`src/rtl/npg_biphasic_gen_pkg.sv`:
```
// npg_pkg: shared state encoding and helpers for the biphasic pulse generator.
package npg_pkg;

   typedef enum logic [2:0] {IDLE, PHASE1, GAP, PHASE2, DISCH} npg_state_t;

   localparam int MIN_W = 16;

   function automatic int code_max(input int sw_w);
      return (1 << sw_w) - 1;
   endfunction

   function automatic logic [MIN_W-1:0] min_sel(input logic [MIN_W-1:0] a, input logic [MIN_W-1:0] b);
      return (a < b) ? a : b;
   endfunction

endpackage

```
`src/rtl/npg_biphasic_gen_if.sv`:
```
// npg_if: configuration and switch-code bundle of the pulse generator.
// NPG_DISCHARGE_EN adds the discharge output.
interface npg_if #(
   parameter int FREQ_W  = 12,
   parameter int PHASE_W = 8,
   parameter int GAP_W   = 4,
   parameter int SW_W    = 4,
   parameter int RAMP_W  = 6
);
   logic               enable;
   logic [FREQ_W-1:0]  freq;
   logic [PHASE_W-1:0] phase_dur;
   logic [GAP_W-1:0]   gap_dur;
   logic [RAMP_W-1:0]  ramp;
   logic               cathodic_first;
   logic [SW_W-1:0]    up_code;
   logic [SW_W-1:0]    down_code;
   logic               clr_overrun;
   logic [SW_W-1:0]    up_switches;
   logic [SW_W-1:0]    down_switches;
   logic               busy;
   logic               overrun;
`ifdef NPG_DISCHARGE_EN
   logic               discharge;
`endif

   modport master (
      output enable, freq, phase_dur, gap_dur, ramp, cathodic_first, up_code, down_code, clr_overrun,
`ifdef NPG_DISCHARGE_EN
      input  discharge,
`endif
      input  up_switches, down_switches, busy, overrun
   );

   modport slave (
      input  enable, freq, phase_dur, gap_dur, ramp, cathodic_first, up_code, down_code, clr_overrun,
`ifdef NPG_DISCHARGE_EN
      output discharge,
`endif
      output up_switches, down_switches, busy, overrun
   );

endinterface

```
`src/rtl/npg_biphasic_gen_ramp.sv`:
```
// npg_ramp: amplitude level that steps up once every ramp completed pulses.
module npg_ramp
   import npg_pkg::*;
#(
   parameter int SW_W   = 4,
   parameter int RAMP_W = 6
) (
   input  logic              clk,
   input  logic              reset,
   input  logic              pulse_done,
   input  logic [RAMP_W-1:0] ramp,
   input  logic              clear,
   output logic [SW_W-1:0]   level
);
   localparam logic [SW_W-1:0] CODE_MAX = SW_W'(code_max(SW_W));

   logic [SW_W-1:0]   r_level;
   logic [RAMP_W-1:0] r_cnt;
   logic [RAMP_W-1:0] w_cnt_inc;
   logic              w_step;

   assign w_cnt_inc = r_cnt + RAMP_W'(1);
   assign w_step    = (w_cnt_inc == ramp);
   assign level     = (ramp == '0) ? CODE_MAX : r_level;

   always_ff @(posedge clk) begin
      if (reset || clear) begin
         r_level <= SW_W'(1);
         r_cnt   <= '0;
      end else if (pulse_done && ramp != '0) begin
         r_cnt   <= w_step ? '0 : w_cnt_inc;
         r_level <= (w_step && r_level != CODE_MAX) ? r_level + SW_W'(1) : r_level;
      end
   end

endmodule

```
`src/rtl/npg_biphasic_gen.sv`:
```
// npg_biphasic_gen: periodic biphasic pulse generator driving H-bridge switch codes.
// NPG_DISCHARGE_EN adds a DISCH state with a discharge output after PHASE2.
module npg_biphasic_gen
   import npg_pkg::*;
#(
   parameter int FREQ_W  = 12,
   parameter int PHASE_W = 8,
   parameter int GAP_W   = 4,
   parameter int SW_W    = 4,
   parameter int RAMP_W  = 6
) (
   input  logic clk,
   input  logic reset,
   npg_if.slave bus
);
   localparam int TMR_W = (PHASE_W > GAP_W) ? PHASE_W : GAP_W;

   npg_state_t         r_state, w_next;
   logic [FREQ_W-1:0]  r_cnt;
   logic [TMR_W-1:0]   r_tmr, w_tmr, w_pd_m1, w_gap_m1;
   logic [PHASE_W-1:0] r_pd, w_pd;
   logic [GAP_W-1:0]   r_gap, w_gap;
   logic               r_cf, w_cf;
   logic [SW_W-1:0]    r_up, r_dn, w_up, w_dn;
   logic [SW_W-1:0]    w_level, w_a_up, w_a_dn, w_up_sw, w_dn_sw, r_up_sw, r_dn_sw;
   logic               r_busy, r_ovr;
   logic               w_tick, w_latch, w_done, w_clr, w_fwd, w_rev;

   assign w_tick  = bus.enable && (r_cnt == bus.freq);
   assign w_latch = (r_state == IDLE) && w_tick;
   assign w_clr   = !bus.enable && (r_state == IDLE);

   // next-cycle shadow values, so the first pulse cycle already uses fresh settings
   assign w_pd  = w_latch ? bus.phase_dur      : r_pd;
   assign w_gap = w_latch ? bus.gap_dur        : r_gap;
   assign w_cf  = w_latch ? bus.cathodic_first : r_cf;
   assign w_up  = w_latch ? bus.up_code        : r_up;
   assign w_dn  = w_latch ? bus.down_code      : r_dn;

   assign w_pd_m1  = (w_pd == '0)  ? '0 : TMR_W'(w_pd) - TMR_W'(1);
   assign w_gap_m1 = (w_gap == '0) ? '0 : TMR_W'(w_gap) - TMR_W'(1);

   always_comb begin
      w_next = r_state;
      w_tmr  = (r_tmr == '0) ? '0 : r_tmr - TMR_W'(1);
      w_done = 1'b0;
      case (r_state)
         IDLE: if (w_tick) begin
            w_next = PHASE1;
            w_tmr  = w_pd_m1;
         end
         PHASE1: if (r_tmr == '0) begin
            w_next = (w_gap != '0) ? GAP : PHASE2;
            w_tmr  = (w_gap != '0) ? w_gap_m1 : w_pd_m1;
         end
         GAP: if (r_tmr == '0) begin
            w_next = PHASE2;
            w_tmr  = w_pd_m1;
         end
         PHASE2: if (r_tmr == '0) begin
            w_done = 1'b1;
`ifdef NPG_DISCHARGE_EN
            w_next = DISCH;
            w_tmr  = w_gap_m1;
`else
            w_next = IDLE;
`endif
         end
`ifdef NPG_DISCHARGE_EN
         DISCH: if (r_tmr == '0) w_next = IDLE;
`endif
         default: w_next = IDLE;
      endcase
   end

   npg_ramp #(.SW_W(SW_W), .RAMP_W(RAMP_W)) u_ramp (
      .clk        (clk),
      .reset      (reset),
      .pulse_done (w_done),
      .ramp       (bus.ramp),
      .clear      (w_clr),
      .level      (w_level)
   );

   assign w_a_up  = SW_W'(min_sel(MIN_W'(w_up), MIN_W'(w_level)));
   assign w_a_dn  = SW_W'(min_sel(MIN_W'(w_dn), MIN_W'(w_level)));
   assign w_fwd   = ((w_next == PHASE1) && !w_cf) || ((w_next == PHASE2) && w_cf);
   assign w_rev   = ((w_next == PHASE2) && !w_cf) || ((w_next == PHASE1) && w_cf);
   assign w_up_sw = w_fwd ? w_a_up : (w_rev ? w_a_dn : '0);
   assign w_dn_sw = w_fwd ? w_a_dn : (w_rev ? w_a_up : '0);

`ifdef NPG_DISCHARGE_EN
   logic r_disch;
   assign bus.discharge = r_disch;
`endif

   always_ff @(posedge clk) begin
      if (reset) begin
         r_state <= IDLE;
         r_cnt   <= '0;
         r_tmr   <= '0;
         r_pd    <= '0;
         r_gap   <= '0;
         r_cf    <= 1'b0;
         r_up    <= '0;
         r_dn    <= '0;
         r_up_sw <= '0;
         r_dn_sw <= '0;
         r_busy  <= 1'b0;
         r_ovr   <= 1'b0;
`ifdef NPG_DISCHARGE_EN
         r_disch <= 1'b0;
`endif
      end else begin
         r_state <= w_next;
         r_cnt   <= (!bus.enable || r_cnt == bus.freq) ? '0 : r_cnt + FREQ_W'(1);
         r_tmr   <= w_tmr;
         r_pd    <= w_pd;
         r_gap   <= w_gap;
         r_cf    <= w_cf;
         r_up    <= w_up;
         r_dn    <= w_dn;
         r_up_sw <= w_up_sw;
         r_dn_sw <= w_dn_sw;
         r_busy  <= (w_next != IDLE);
         r_ovr   <= (w_tick && r_state != IDLE) || (r_ovr && !bus.clr_overrun);
`ifdef NPG_DISCHARGE_EN
         r_disch <= (w_next == DISCH);
`endif
      end
   end

   assign bus.up_switches   = r_up_sw;
   assign bus.down_switches = r_dn_sw;
   assign bus.busy          = r_busy;
   assign bus.overrun       = r_ovr;

endmodule

```
`src/flat_wrapper.sv`:
```
// flat-port wrapper written by rule: the top's interface ports become plain ports
module npg_biphasic_gen_flat import npg_pkg::*;
#(
   parameter int FREQ_W  = 12,
   parameter int PHASE_W = 8,
   parameter int GAP_W   = 4,
   parameter int SW_W    = 4,
   parameter int RAMP_W  = 6
)
  (clk, reset, bus_enable, bus_freq, bus_phase_dur, bus_gap_dur, bus_ramp, bus_cathodic_first, bus_up_code, bus_down_code, bus_clr_overrun, bus_up_switches, bus_down_switches, bus_busy, bus_overrun);
  npg_if #(.FREQ_W(FREQ_W), .PHASE_W(PHASE_W), .GAP_W(GAP_W), .SW_W(SW_W), .RAMP_W(RAMP_W)) bus_i ();
  input  logic clk;
  input  logic reset;
  input wire logic [$bits(bus_i.enable)-1:0] bus_enable;
  input wire logic [$bits(bus_i.freq)-1:0] bus_freq;
  input wire logic [$bits(bus_i.phase_dur)-1:0] bus_phase_dur;
  input wire logic [$bits(bus_i.gap_dur)-1:0] bus_gap_dur;
  input wire logic [$bits(bus_i.ramp)-1:0] bus_ramp;
  input wire logic [$bits(bus_i.cathodic_first)-1:0] bus_cathodic_first;
  input wire logic [$bits(bus_i.up_code)-1:0] bus_up_code;
  input wire logic [$bits(bus_i.down_code)-1:0] bus_down_code;
  input wire logic [$bits(bus_i.clr_overrun)-1:0] bus_clr_overrun;
  output wire logic [$bits(bus_i.up_switches)-1:0] bus_up_switches;
  output wire logic [$bits(bus_i.down_switches)-1:0] bus_down_switches;
  output wire logic [$bits(bus_i.busy)-1:0] bus_busy;
  output wire logic [$bits(bus_i.overrun)-1:0] bus_overrun;
  assign bus_i.enable = bus_enable;
  assign bus_i.freq = bus_freq;
  assign bus_i.phase_dur = bus_phase_dur;
  assign bus_i.gap_dur = bus_gap_dur;
  assign bus_i.ramp = bus_ramp;
  assign bus_i.cathodic_first = bus_cathodic_first;
  assign bus_i.up_code = bus_up_code;
  assign bus_i.down_code = bus_down_code;
  assign bus_i.clr_overrun = bus_clr_overrun;
  assign bus_up_switches = bus_i.up_switches;
  assign bus_down_switches = bus_i.down_switches;
  assign bus_busy = bus_i.busy;
  assign bus_overrun = bus_i.overrun;
  npg_biphasic_gen #(.FREQ_W(FREQ_W), .PHASE_W(PHASE_W), .GAP_W(GAP_W), .SW_W(SW_W), .RAMP_W(RAMP_W)) u_core (.clk(clk), .reset(reset), .bus(bus_i));
endmodule
```
`config.mk`:
```
export PLATFORM = sky130hd
export DESIGN_NAME = npg_biphasic_gen_flat
export DESIGN_NICKNAME = d
export VERILOG_FILES = /design/src/rtl/npg_biphasic_gen_pkg.sv /design/src/rtl/npg_biphasic_gen_if.sv /design/src/rtl/npg_biphasic_gen_ramp.sv /design/src/rtl/npg_biphasic_gen.sv /design/src/flat_wrapper.sv
export SDC_FILE = /design/constraint.sdc
export NUM_CORES = 1
export LEC_CHECK = 0
export BUFFER_PORTS_ARGS = -buffer_cell sky130_fd_sc_hd__buf_2
export CAP_MARGIN = 20
export CORE_MARGIN = 1
export CORE_UTILIZATION = 50
export DETAILED_ROUTE_END_ITERATION = 8
export GPL_TIMING_DRIVEN = 1
export HOLD_SLACK_MARGIN = 0.05
export PLACE_DENSITY = 0.73
export SYNTH_ARGS = -nofsm -noshare
export SYNTH_HDL_FRONTEND = slang
export SYNTH_SLANG_ARGS = --single-unit
```
`constraint.sdc`:
```
create_clock -name clk -period 8.6 [get_ports clk]
set_input_delay 1.72 -clock clk [delete_from_list [all_inputs] [get_ports clk]]
set_output_delay 1.72 -clock clk [all_outputs]
set_load 0.02 [all_outputs]
```
# Word-level counts from Yosys, hierarchy flattened
# Cells that the tools add are included.
# word_totals
regBits	64
input_bits	43
elab_cells	89
# classes
addsub	6
n_lt_le_gt_ge	2
n_eq_ne	8
muxes	29
n_reduce_logical	30
# ops
operator	n
2-to-1 mux 8 bit	8
2-to-1 mux 4 bit	10
one-hot mux 8 bit (3 select lines)	1
zero test 8 bit	2
subtractor 8 x 1 -> 8 bit, second input constant	2
adder 12 x 1 -> 12 bit, second input constant	1
== test 12 bit	1
2-to-1 mux 3 bit	4
one-hot mux 3 bit (4 select lines)	1
logical AND 1 bit	11
== test 3 x 2 -> 1 bit, second input constant	3
less-than comparator 4 bit	2
adder 6 x 1 -> 6 bit, second input constant	1
== test 3 x 1 -> 1 bit, second input constant	2
== test 6 bit	1
zero test 6 bit	1
2-to-1 mux 6 bit	1
nonzero test 3 bit	2
nonzero test 6 bit	1
logical OR 1 bit	5
subtractor 4 x 1 -> 5 bit, second input constant	1
adder 4 x 1 -> 4 bit, second input constant	1
zero test 4 bit	1
2-to-1 mux 1 bit	4
6 further kinds	8

# Depth between registers and ports, before layout
# Gate-level depths: netlist of run 1.
# logic_depth
word_depth	13
mapped_depth	16
mapped_depth_nobuf	13

# Hierarchy
# From an unflattened synthesis of run 1, not the netlist that was laid out.
# hier_totals
cells_unflattened	492
area_unflattened_um2	4010.1
# by_module_without_submodules
mod	n_inst	cells_per_inst	area_per_inst_um2	seq_area_each_um2
npg_biphasic_gen	1	404	3301.9	1081.0
npg_ramp	1	88	708.2	200.2

# Worst setup path after synthesis of run 1
# No wires, ideal clock.
# synth_timing
path_type	in2reg
start	input bus_freq[9]
end	register u_core.r_tmr[4]
setup_time_ns	0.091
arrival_ns	4.521
t_required_ns	8.509
path_slack_ns	3.988
path_stages	15
n_path_buf	3
cell_sequence	xor2_2 -> nor4_4 -> and4b_1 -> buf_6 -> buf_12 -> buf_12 -> mux2i_1 -> ha_1 -> nand2b_1 -> or3_1 -> a21boi_0 -> nand3_1 -> o211ai_1 -> o21ai_0 -> a311oi_1
# synth_between
elab_chain_cells	9
word_cells_on_any_way	17
# synth_lines
element	line	text
start: declaration	flat_wrapper.sv:15	input wire logic [$bits(bus_i.freq)-1:0] bus_freq;
== test 12 bit (*)	npg_biphasic_gen.sv:29	assign w_tick = bus.enable && (r_cnt == bus.freq);
logical AND 1 bit (*)	npg_biphasic_gen.sv:29	
logical AND 1 bit	npg_biphasic_gen.sv:30	assign w_latch = (r_state == IDLE) && w_tick;
2-to-1 mux 8 bit or 2-to-1 mux 4 bit (tied branches)	npg_biphasic_gen.sv:34, npg_biphasic_gen.sv:35	
subtractor 8 x 1 -> 8 bit (tied with other cells)	npg_biphasic_gen.sv:40	assign w_pd_m1 = (w_pd == '0) ? '0 : TMR_W'(w_pd) - TMR_W'(1);
2-to-1 mux 8 bit, on equally long branches	npg_biphasic_gen.sv:40, npg_biphasic_gen.sv:41	
2-to-1 mux 8 bit	npg_biphasic_gen.sv:54	w_tmr = (w_gap != '0) ? w_gap_m1 : w_pd_m1;
2-to-1 mux 8 bit	npg_biphasic_gen.sv:52	PHASE1: if (r_tmr == '0) begin
one-hot mux 8 bit (3 select lines) (*)	npg_biphasic_gen.sv:47	case (r_state)
end signal: assignment	npg_biphasic_gen.sv:117	r_tmr <= w_tmr;
end: declaration	npg_biphasic_gen.sv:20	logic [TMR_W-1:0] r_tmr, w_tmr, w_pd_m1, w_gap_m1;
# Every way passes the cells marked *; elsewhere a longest branch is shown, timed or not.
# A chain may end at the register's enable or synchronous reset.

# Worst setup path in the final report of run 1
# layout_timing
start	input bus_freq[9]
end	register u_core.r_dn_sw[1], in the netlist u_core.bus.down_switches[1]
# layout_between
word_cells_on_any_way	27
# layout_lines
element	line	text
== test 12 bit	npg_biphasic_gen.sv:29	
logical AND 1 bit	npg_biphasic_gen.sv:29	
logical AND 1 bit	npg_biphasic_gen.sv:30	
2-to-1 mux 4 bit	npg_biphasic_gen.sv:38	assign w_dn = w_latch ? bus.down_code : r_dn;
via u_core.w_dn[2]	npg_biphasic_gen.sv:24	logic [SW_W-1:0] r_up, r_dn, w_up, w_dn;
less-than comparator 4 bit	npg_biphasic_gen_pkg.sv:13	return (a < b) ? a : b;
2-to-1 mux 4 bit	npg_biphasic_gen_pkg.sv:13	
2-to-1 mux 4 bit	npg_biphasic_gen.sv:90	assign w_dn_sw = w_fwd ? w_a_dn : (w_rev ? w_a_up : '0);
end signal: assignment	npg_biphasic_gen.sv:124	r_dn_sw <= w_dn_sw;
end: declaration	npg_biphasic_gen.sv:25	logic [SW_W-1:0] w_level, w_a_up, w_a_dn, w_up_sw, w_dn_sw, r_up_sw, r_dn_sw;
# The timed path passes the listed nets, and every way through them passes these cells.

==> flow_summary_export.csv, run 1 <==
group,metric,value,unit
synth,synth_simple_gate_area_share,25.88,%
clock_tree,cts_root_buf,"clkbuf_8",
status,outcome,"complete, no violations",
global_route,gr-usage-met3,4.959,%
pwr,seq_power_share,43.3,%
critical_path,worstSetupPathType,"input port to flop",
clock_tree,clockBufferDepth,2,
placed_design,gp_congestion,0.9271,
pwr,combPwrFrac,26.1,%
pwr,p_sw,248.2,µW
critical_path,cp.required,8820,ps
global_route,grt_pass1_vias,3476,
critical_path,critPathTopFamily,"compound AO/OA/AOI/OAI gates",
worst_hold_path,holdCritStartpoint,"u_core.r_cf$_SDFF_PP0_",
synth,synth_edf_count,0,
finish,regArea,1281,µm²
routing,drt_iter0_drc,268,
routing,vias,3733,
routing,ant_nets,0,
synth,syn_area,4153,µm²
pwr,leakage,1.814,nW
synth,muxShareOfSynthArea,7.683,%
sta,worst_pin_slew,873.9,ps
sta,clock_skew,7.297,ps
sta,fin_crit_sh,56.92,%
clock_tree,clk_latency,350,ps
sta,hold_viol_final,0,
floorplan,die_area,8674,µm²
routing,drt-total-wl,9597,µm
clock_tree,clk_pin_slew,70,ps
sta,setup-violations-final,0,
finish,fillers,694,
global_route,grt_overflow,0,
sta,relSlewSlack,41.74,%
synth,synth-seq-cells,64,
routing,firstDrtPassIters,5,
synth,yosys.cell_types.count,66,
global_route,grt_use_met2,38.79,%
clock_tree,clkSinkCount,64,
synth,synthAdderAreaFrac,5.122,%
global_route,antenna_found_initial,0,
placed_design,dp_cells,640,
critical_path,critical_path_buf_inv_count,3,
floorplan,die_h,93.14,µm
synth,synth-seq-area-share,30.85,%
routing,post_drt_wl_per_cell,14.63,µm
finish,nNetsFinal,609,
critical_path,crit_chain,"buf_2 > xor2_2 > nor4_4 > and4b_1 > buf_4 > mux2i_1 > inv_1 > ha_1 > a21oi_1 > o21bai_1 > nor3_1 > mux2i_1 > a211oi_1 > a221o_1 > a21oi_1",
pwr,clock_power_share,30.6,%
placed_design,postPlaceCellArea,4419,µm²
finish,fin_area,4593,µm²
sta,finalWorstSetupSlack,3705,ps
critical_path,max_stage_delay,440,ps
synth,synth_xor_xnor_area_share,10.73,%
routing,viasPerCell,5.691,
critical_path,timing.rr.start,"u_core.r_state[2]$_SDFF_PP0_",
pwr,swShare,33.31,%
finish,fin_util,58.23,%
synth,yosysTopAreaCell,"dfxtp_1",
finish,multi_input_area,2660,µm²
synth,ys_warn_count,0,
critical_path,r2r-end,"u_core.bus.down_switches[1]$_SDFF_PP0_",
critical_path,arrival,5120,ps
global_route,grt.busiest_layer,"met2",
synth,avgSynthCellArea,8.223,µm²
worst_hold_path,hold_path.class,"flop to flop",
critical_path,path_max_fanout,22,
pwr,ir_worst_vdd,0.0001051,V
synth,synth_top_family_by_area,"simple AND/OR/NAND/NOR gates",
finish,drive_gt1_share,16.43,%
clock_tree,cts_buffers,9,
global_route,grtUsageMet1,30.39,%
floorplan,die_x,93.14,µm
sta,slew_viol_final,0,
synth,async_reset_ff_share,0,%
floorplan,initial_core_util,52.65,%
flow_run,maxCapViolations,0,
placed_design,pre_cts_ws,3454,ps
global_route,grt_use_total,23.73,%
synth,synth_top_area_share,30.85,%
clock_tree,cts_hold_buf,0,
finish,stdcell_count,656,
sta,fmax,204.3,MHz
finish,area_growth,10.61,%
synth,synth_compound_gate_area_share,14.55,%
synth,synth-main-ff-cell,"dfxtp_1",
pwr,p_int,497.0,µW
worst_hold_path,hold_depth,2,
critical_path,r2r_slack,4770,ps
clock_tree,cts_setup_buffers,0,
synth,synth.net_count,565,
sta,fin_tns_setup,0,ps
worst_hold_path,holdPathEnd,"u_core.r_cf$_SDFF_PP0_",
floorplan,core,7888,µm²
placed_design,dpl.hpwl,7343,µm
finish,num_antenna_cells,0,
global_route,grt_max_degree,38,
synth,synth_area_leaders,"dfxtp_1, nor2_1, mux2i_1",
floorplan,io_pins,53,
clock_tree,cts_max_level,3,
critical_path,slowest_stage,"mux2i_1",
clock_tree,cts_tree,"yes",
placed_design,port_buffers,52,
global_route,grt_pass1_wl,16180,µm
routing,drc,0,
critical_path,cp-end-kind,"flop",
critical_path,reg2reg_depth,14,
synth,syn_inst,505,
clock_tree,cts_resized,0,
sta,rsz0062_at_grt,"no",
floorplan,std_cell_rows,32,
sta,fin_crit,4895,ps
critical_path,worstSetupStartpointType,"input port",
pwr,p_per_area,162.2,nW/µm²
[cell usage after synthesis, types with 5 or more instances]
library cell  count
nor2_1           70
dfxtp_1          64
nand2_1          49
a21oi_1          30
xnor2_1          26
mux2i_1          24
xor2_1           23
inv_1            22
nor3_1           19
ha_1             17
nand3_1          17
clkbuf_1         11
a211oi_1         10
o21ai_0           9
mux2_2            7
nand2b_1          7
o31ai_1           5
[routing by layer]
metal	vias up	part of all wire (%)	wire, µm
met5	-	0	0
met4	0	2.0	189
met3	15	6.4	611
met2	128	46	4401
met1	1732	46	4395
li1	1858	-	-
[power by group through the flow]
stage | logic (mW) | registers, mW | clock network (mW)
2_1_floorplan | 0.145 | 0.325 | 0
3_3_place_gp | 0.190 | 0.328 | 0
3_5_place_dp | 0.188 | 0.329 | 0
4_1_cts | 0.189 | 0.322 | 0.235
5_1_grt | 0.211 | 0.324 | 0.248
6_report | 0.195 | 0.322 | 0.228
[placed cells by master, fill, tap and decap left out, types with 3 or more instances in the layout]
cell type / instances
or3_1: 4
clkbuf_8: 10
and2_1: 3
a211oi_1: 10
nor2b_1: 4
xor2_1: 23
o21bai_1: 3
inv_1: 22
nor3_1: 19
o31ai_1: 5
xnor2_1: 26
nand3_1: 17
ha_1: 17
or4_1: 4
or2_2: 4
nor2_1: 70
mux2i_1: 24
o21ai_0: 9
a21oi_1: 30
a221o_1: 4
nand3b_1: 4
buf_2: 52
mux2_2: 7
nor4_1: 4
nand2b_1: 7
nand4_1: 3
and3_1: 3
nand2_1: 49
a31oi_1: 4
dfxtp_1: 64
[stage by stage]
step	hold slack, ps	power (mW)
6_report	474.5	0.7452
5_1_grt	530.2	0.7834
4_1_cts	478.8	0.7458
3_5_place_dp	467.7	0.5169
3_3_place_gp	462.4	0.5179
2_1_floorplan	445.5	0.4700
[kinds of logic after synthesis]
logic type / count (synthesis)
buffers and inverters: 42
adder cells (fa/ha/maj): 17
multiplexers: 31
flip-flops: 64
other: 1
AO/OA/AOI/OAI: 88
AND/OR/NAND/NOR: 212
XOR/XNOR: 50
[flip-flops by register name (all words and copies together), names as in the netlist]
signal,count
u_core.r_tmr,8
u_core.bus.down_switches,4
u_core.bus.overrun,1
u_core.r_cf,1
u_core.u_ramp.r_level,4
u_core.r_state,3
u_core.bus.up_switches,4
u_core.r_cnt,12
u_core.r_up,4
u_core.r_gap,4
u_core.r_dn,4
u_core.r_pd,8
u_core.bus.busy,1
u_core.u_ramp.r_cnt,6
[worst reg2reg max path: stages, from the launching register on]
cell	delay, ps
dfxtp_1	420
nor3_2	400
nand2_1	130
and4b_1	250
buf_4	340
mux2i_1	450
inv_1	90
ha_1	320
a21oi_1	150
o21bai_1	130
nor3_1	200
mux2i_1	120
a211oi_1	440
a221o_1	230
a21oi_1	40
[worst max-delay path by stage]
stage,startpoint,endpoint,slack [ps],cells after the start
after floorplan,bus_freq[9],u_core.r_tmr[4]$_SDFF_PP0_,3990,15
after global placement,bus_freq[9],u_core.bus.down_switches[1]$_SDFF_PP0_,3580,15
after detailed placement,bus_freq[9],u_core.bus.down_switches[2]$_SDFF_PP0_,3450,15
after CTS,bus_freq[9],u_core.bus.down_switches[1]$_SDFF_PP0_,3780,15
after global routing,bus_freq[9],u_core.bus.down_switches[2]$_SDFF_PP0_,3480,15
final,bus_freq[9],u_core.bus.down_switches[1]$_SDFF_PP0_,3710,15
[cell type report]
| cell class | instances | share of cell area [%] |
|---|---|---|
| clock buffer | 12 | 3.160 |
| clock inverter | 4 | 0.6265 |
| inverter | 22 | 1.798 |
| multi-input combinational | 399 | 57.91 |
| sequential | 64 | 27.89 |
| tap | 102 | 2.779 |
| timing repair buffer | 53 | 5.829 |
(Power assumes the default switching activity.)
==> run 2: changes to the inputs <==
Settings changed: PLACE_DENSITY 0.73 to 0.76.
Clock period 8.6 ns to 4 ns, I/O delays scaled along.
==> run 2 against run 1 <==
  * Sequential power rose by 110%
  * Largest cell class unchanged
  * Combinational power is 110% higher
  * Via count rose by 1.3%
  * Wire length up 4.3%
  * Largest power group unchanged
  * Clock power rose by 130%
  * Core utilization grew 1.6 points
  * First-iteration DRC count up 12%
  * Critical endpoint unchanged
  * Sequential share of layout area shrank 0.74 points
  * Design area increased by 2.7%
==> flow_summary_export.csv, run 2 (synthesis results as in run 1) <==
group,metric,value,unit
status,outcome,"complete, no violations",
global_route,grt_max_degree,38,
finish,regMostFlops,"u_core.r_cnt",
routing,drc,0,
pwr,seq_power_share,42.5,%
clock_tree,cts_max_level,3,
clock_tree,cts_tree,"yes",
finish,drive_gt1_share,18.69,%
sta,fmax,269.8,MHz
clock_tree,cts_hold_buf,0,
sta,setup-violations-final,0,
finish,largest_reg_flops,12,
pwr,swShare,33.21,%
floorplan,die_h,93.14,µm
finish,final_cell_mix,"nor2_1, dfxtp_1, buf_2, nand2_1, a21oi_1",
global_route,grt_pass1_wl,17420,µm
finish,area_growth,13.62,%
clock_tree,clk_pin_slew,70,ps
floorplan,core,7888,µm²
pwr,p_per_area,345.5,nW/µm²
placed_design,pre_cts_ws,45.61,ps
global_route,grt_use_total,25.33,%
clock_tree,cts_resized,0,
finish,fin_util,59.82,%
sta,hold_viol_final,0,
sta,fin_crit,3706,ps
floorplan,die_area,8674,µm²
finish,fillers,701,
sta,fin_tns_setup,0,ps
finish,final_common_cell,"nor2_1",
placed_design,port_buffers,52,
clock_tree,clkSinkCount,64,
clock_tree,cts_setup_buffers,0,
critical_path,path_max_fanout,9,
critical_path,critPathTopFamily,"compound AO/OA/AOI/OAI gates",
critical_path,arrival,3920,ps
finish,num_antenna_cells,0,
routing,drt-total-wl,10010,µm
sta,fin_crit_sh,92.65,%
critical_path,worstSetupPathType,"input port to flop",
sta,finalWorstSetupSlack,293.8,ps
routing,vias,3782,
critical_path,worstSetupStartpointType,"input port",
critical_path,critical_path_buf_inv_count,4,
routing,firstDrtPassIters,6,
sta,worst_pin_slew,903.7,ps
routing,viasPerCell,5.653,
pwr,p_sw,541.4,µW
sta,finalHoldWorstSlack,472.2,ps
floorplan,io_pins,53,
placed_design,dpl.hpwl,7602,µm
floorplan,die_x,93.14,µm
worst_hold_path,hold_path.class,"flop to flop",
sta,clock_skew,11.69,ps
routing,ant_nets,0,
clock_tree,clockBufferDepth,2,
critical_path,slowest_stage,"a211oi_1",
pwr,leakage,1.888,nW
pwr,p_int,1.089,mW
critical_path,cp.required,4220,ps
routing,post_drt_wl_per_cell,14.96,µm
critical_path,max_stage_delay,370,ps
clock_tree,cts_root_buf,"clkbuf_8",
pwr,combPwrFrac,25.3,%
floorplan,initial_core_util,52.65,%
sta,rsz0062_at_grt,"no",
critical_path,cp-end-kind,"flop",
finish,nNetsFinal,622,
routing,drt_iter0_drc,300,
sta,relSlewSlack,39.20,%
clock_tree,clk_latency,350,ps
pwr,ir_worst_vdd,0.0002140,V
pwr,clock_power_share,32.2,%
placed_design,gp_congestion,0.8949,
floorplan,std_cell_rows,32,
global_route,antenna_found_initial,0,
sta,slew_viol_final,0,
flow_run,maxCapViolations,0,
clock_tree,cts_buffers,9,
finish,largestRegisters,"u_core.r_cnt (12), u_core.r_pd (8), u_core.r_tmr (8)",
critical_path,crit_chain,"buf_2 > xor2_2 > nor4_4 > and4b_1 > buf_4 > buf_12 > mux2i_1 > inv_1 > ha_1 > a21oi_1 > o21bai_1 > nor3_1 > mux2i_1 > a211oi_1 > a221o_1 > a21oi_1",
global_route,grt_overflow,0,
global_route,grt_pass1_vias,3842,
-- run 2: changes by cell type in the layout (fill, tap and decap cells not counted), sizes merged --
cell,before,now
buf,53,66
clkbuf,12,11
inv,23,24
-- run 2: worst paths after layout --
check / start / end / slack [ps] / cells after the start
max: bus_freq[9] / u_core.bus.down_switches[1]$_SDFF_PP0_ / 290 / 16
min: u_core.r_cf$_SDFF_PP0_ / u_core.r_cf$_SDFF_PP0_ / 470 / 2
max reg2reg: u_core.r_cnt[9]$_SDFF_PP0_ / u_core.bus.down_switches[1]$_SDFF_PP0_ / 460 / 15
min reg2reg: u_core.r_cf$_SDFF_PP0_ / u_core.r_cf$_SDFF_PP0_ / 470 / 2
-- run 2: power groups by stage --
| stage | clock, mW | combinational, mW | sequential [mW] |
|---|---|---|---|
| after CTS | 0.542 | 0.406 | 0.692 |
| after global routing | 0.565 | 0.460 | 0.696 |
| after global placement | 0 | 0.401 | 0.706 |
| final | 0.525 | 0.413 | 0.692 |
| after floorplan | 0 | 0.312 | 0.699 |
| after detailed placement | 0 | 0.403 | 0.707 |
-- run 2: cell type report --
| type | count | area, µm² | share of cell area, % |
|---|---|---|---|
| Inverter | 22 | 82.58 | 1.750 |
| Sequential cell | 64 | 1281 | 27.15 |
| Clock inverter | 5 | 37.54 | 0.7955 |
| Tap cell | 102 | 127.6 | 2.705 |
| Timing Repair Buffer | 66 | 377.9 | 8.008 |
| Multi-Input combinational cell | 399 | 2660 | 56.38 |
| Clock buffer | 11 | 151.4 | 3.209 |
-- run 2: worst register-to-register path: stages, from the launching register on --
cell      delay (ps)
dfxtp_1          470
xor2_2           130
nor4_4           290
and4b_1          220
buf_4            160
buf_12           140
mux2i_1          320
inv_1            110
ha_1             330
a21oi_1          180
o21bai_1         130
nor3_1           190
mux2i_1          120
a211oi_1         370
a221o_1          220
a21oi_1           40
-- run 2: per-stage QoR --
stage | instances | power [mW] | instance area [µm²]
3_5_place_dp | 653 | 1.110 | 4529
4_1_cts | 669 | 1.639 | 4718
6_report | 669 | 1.630 | 4718
3_3_place_gp | 653 | 1.106 | 4529
2_1_floorplan | 505 | 1.010 | 4153
5_1_grt | 669 | 1.721 | 4718
-- run 2: metal layers --
metal	wire length, µm	GRT usage [%]	part of all wire (%)
met5	0	0	0
met4	282	12.44	2.8
met3	682	4.634	6.8
met1	4369	31.28	44
met2	4670	42.28	47
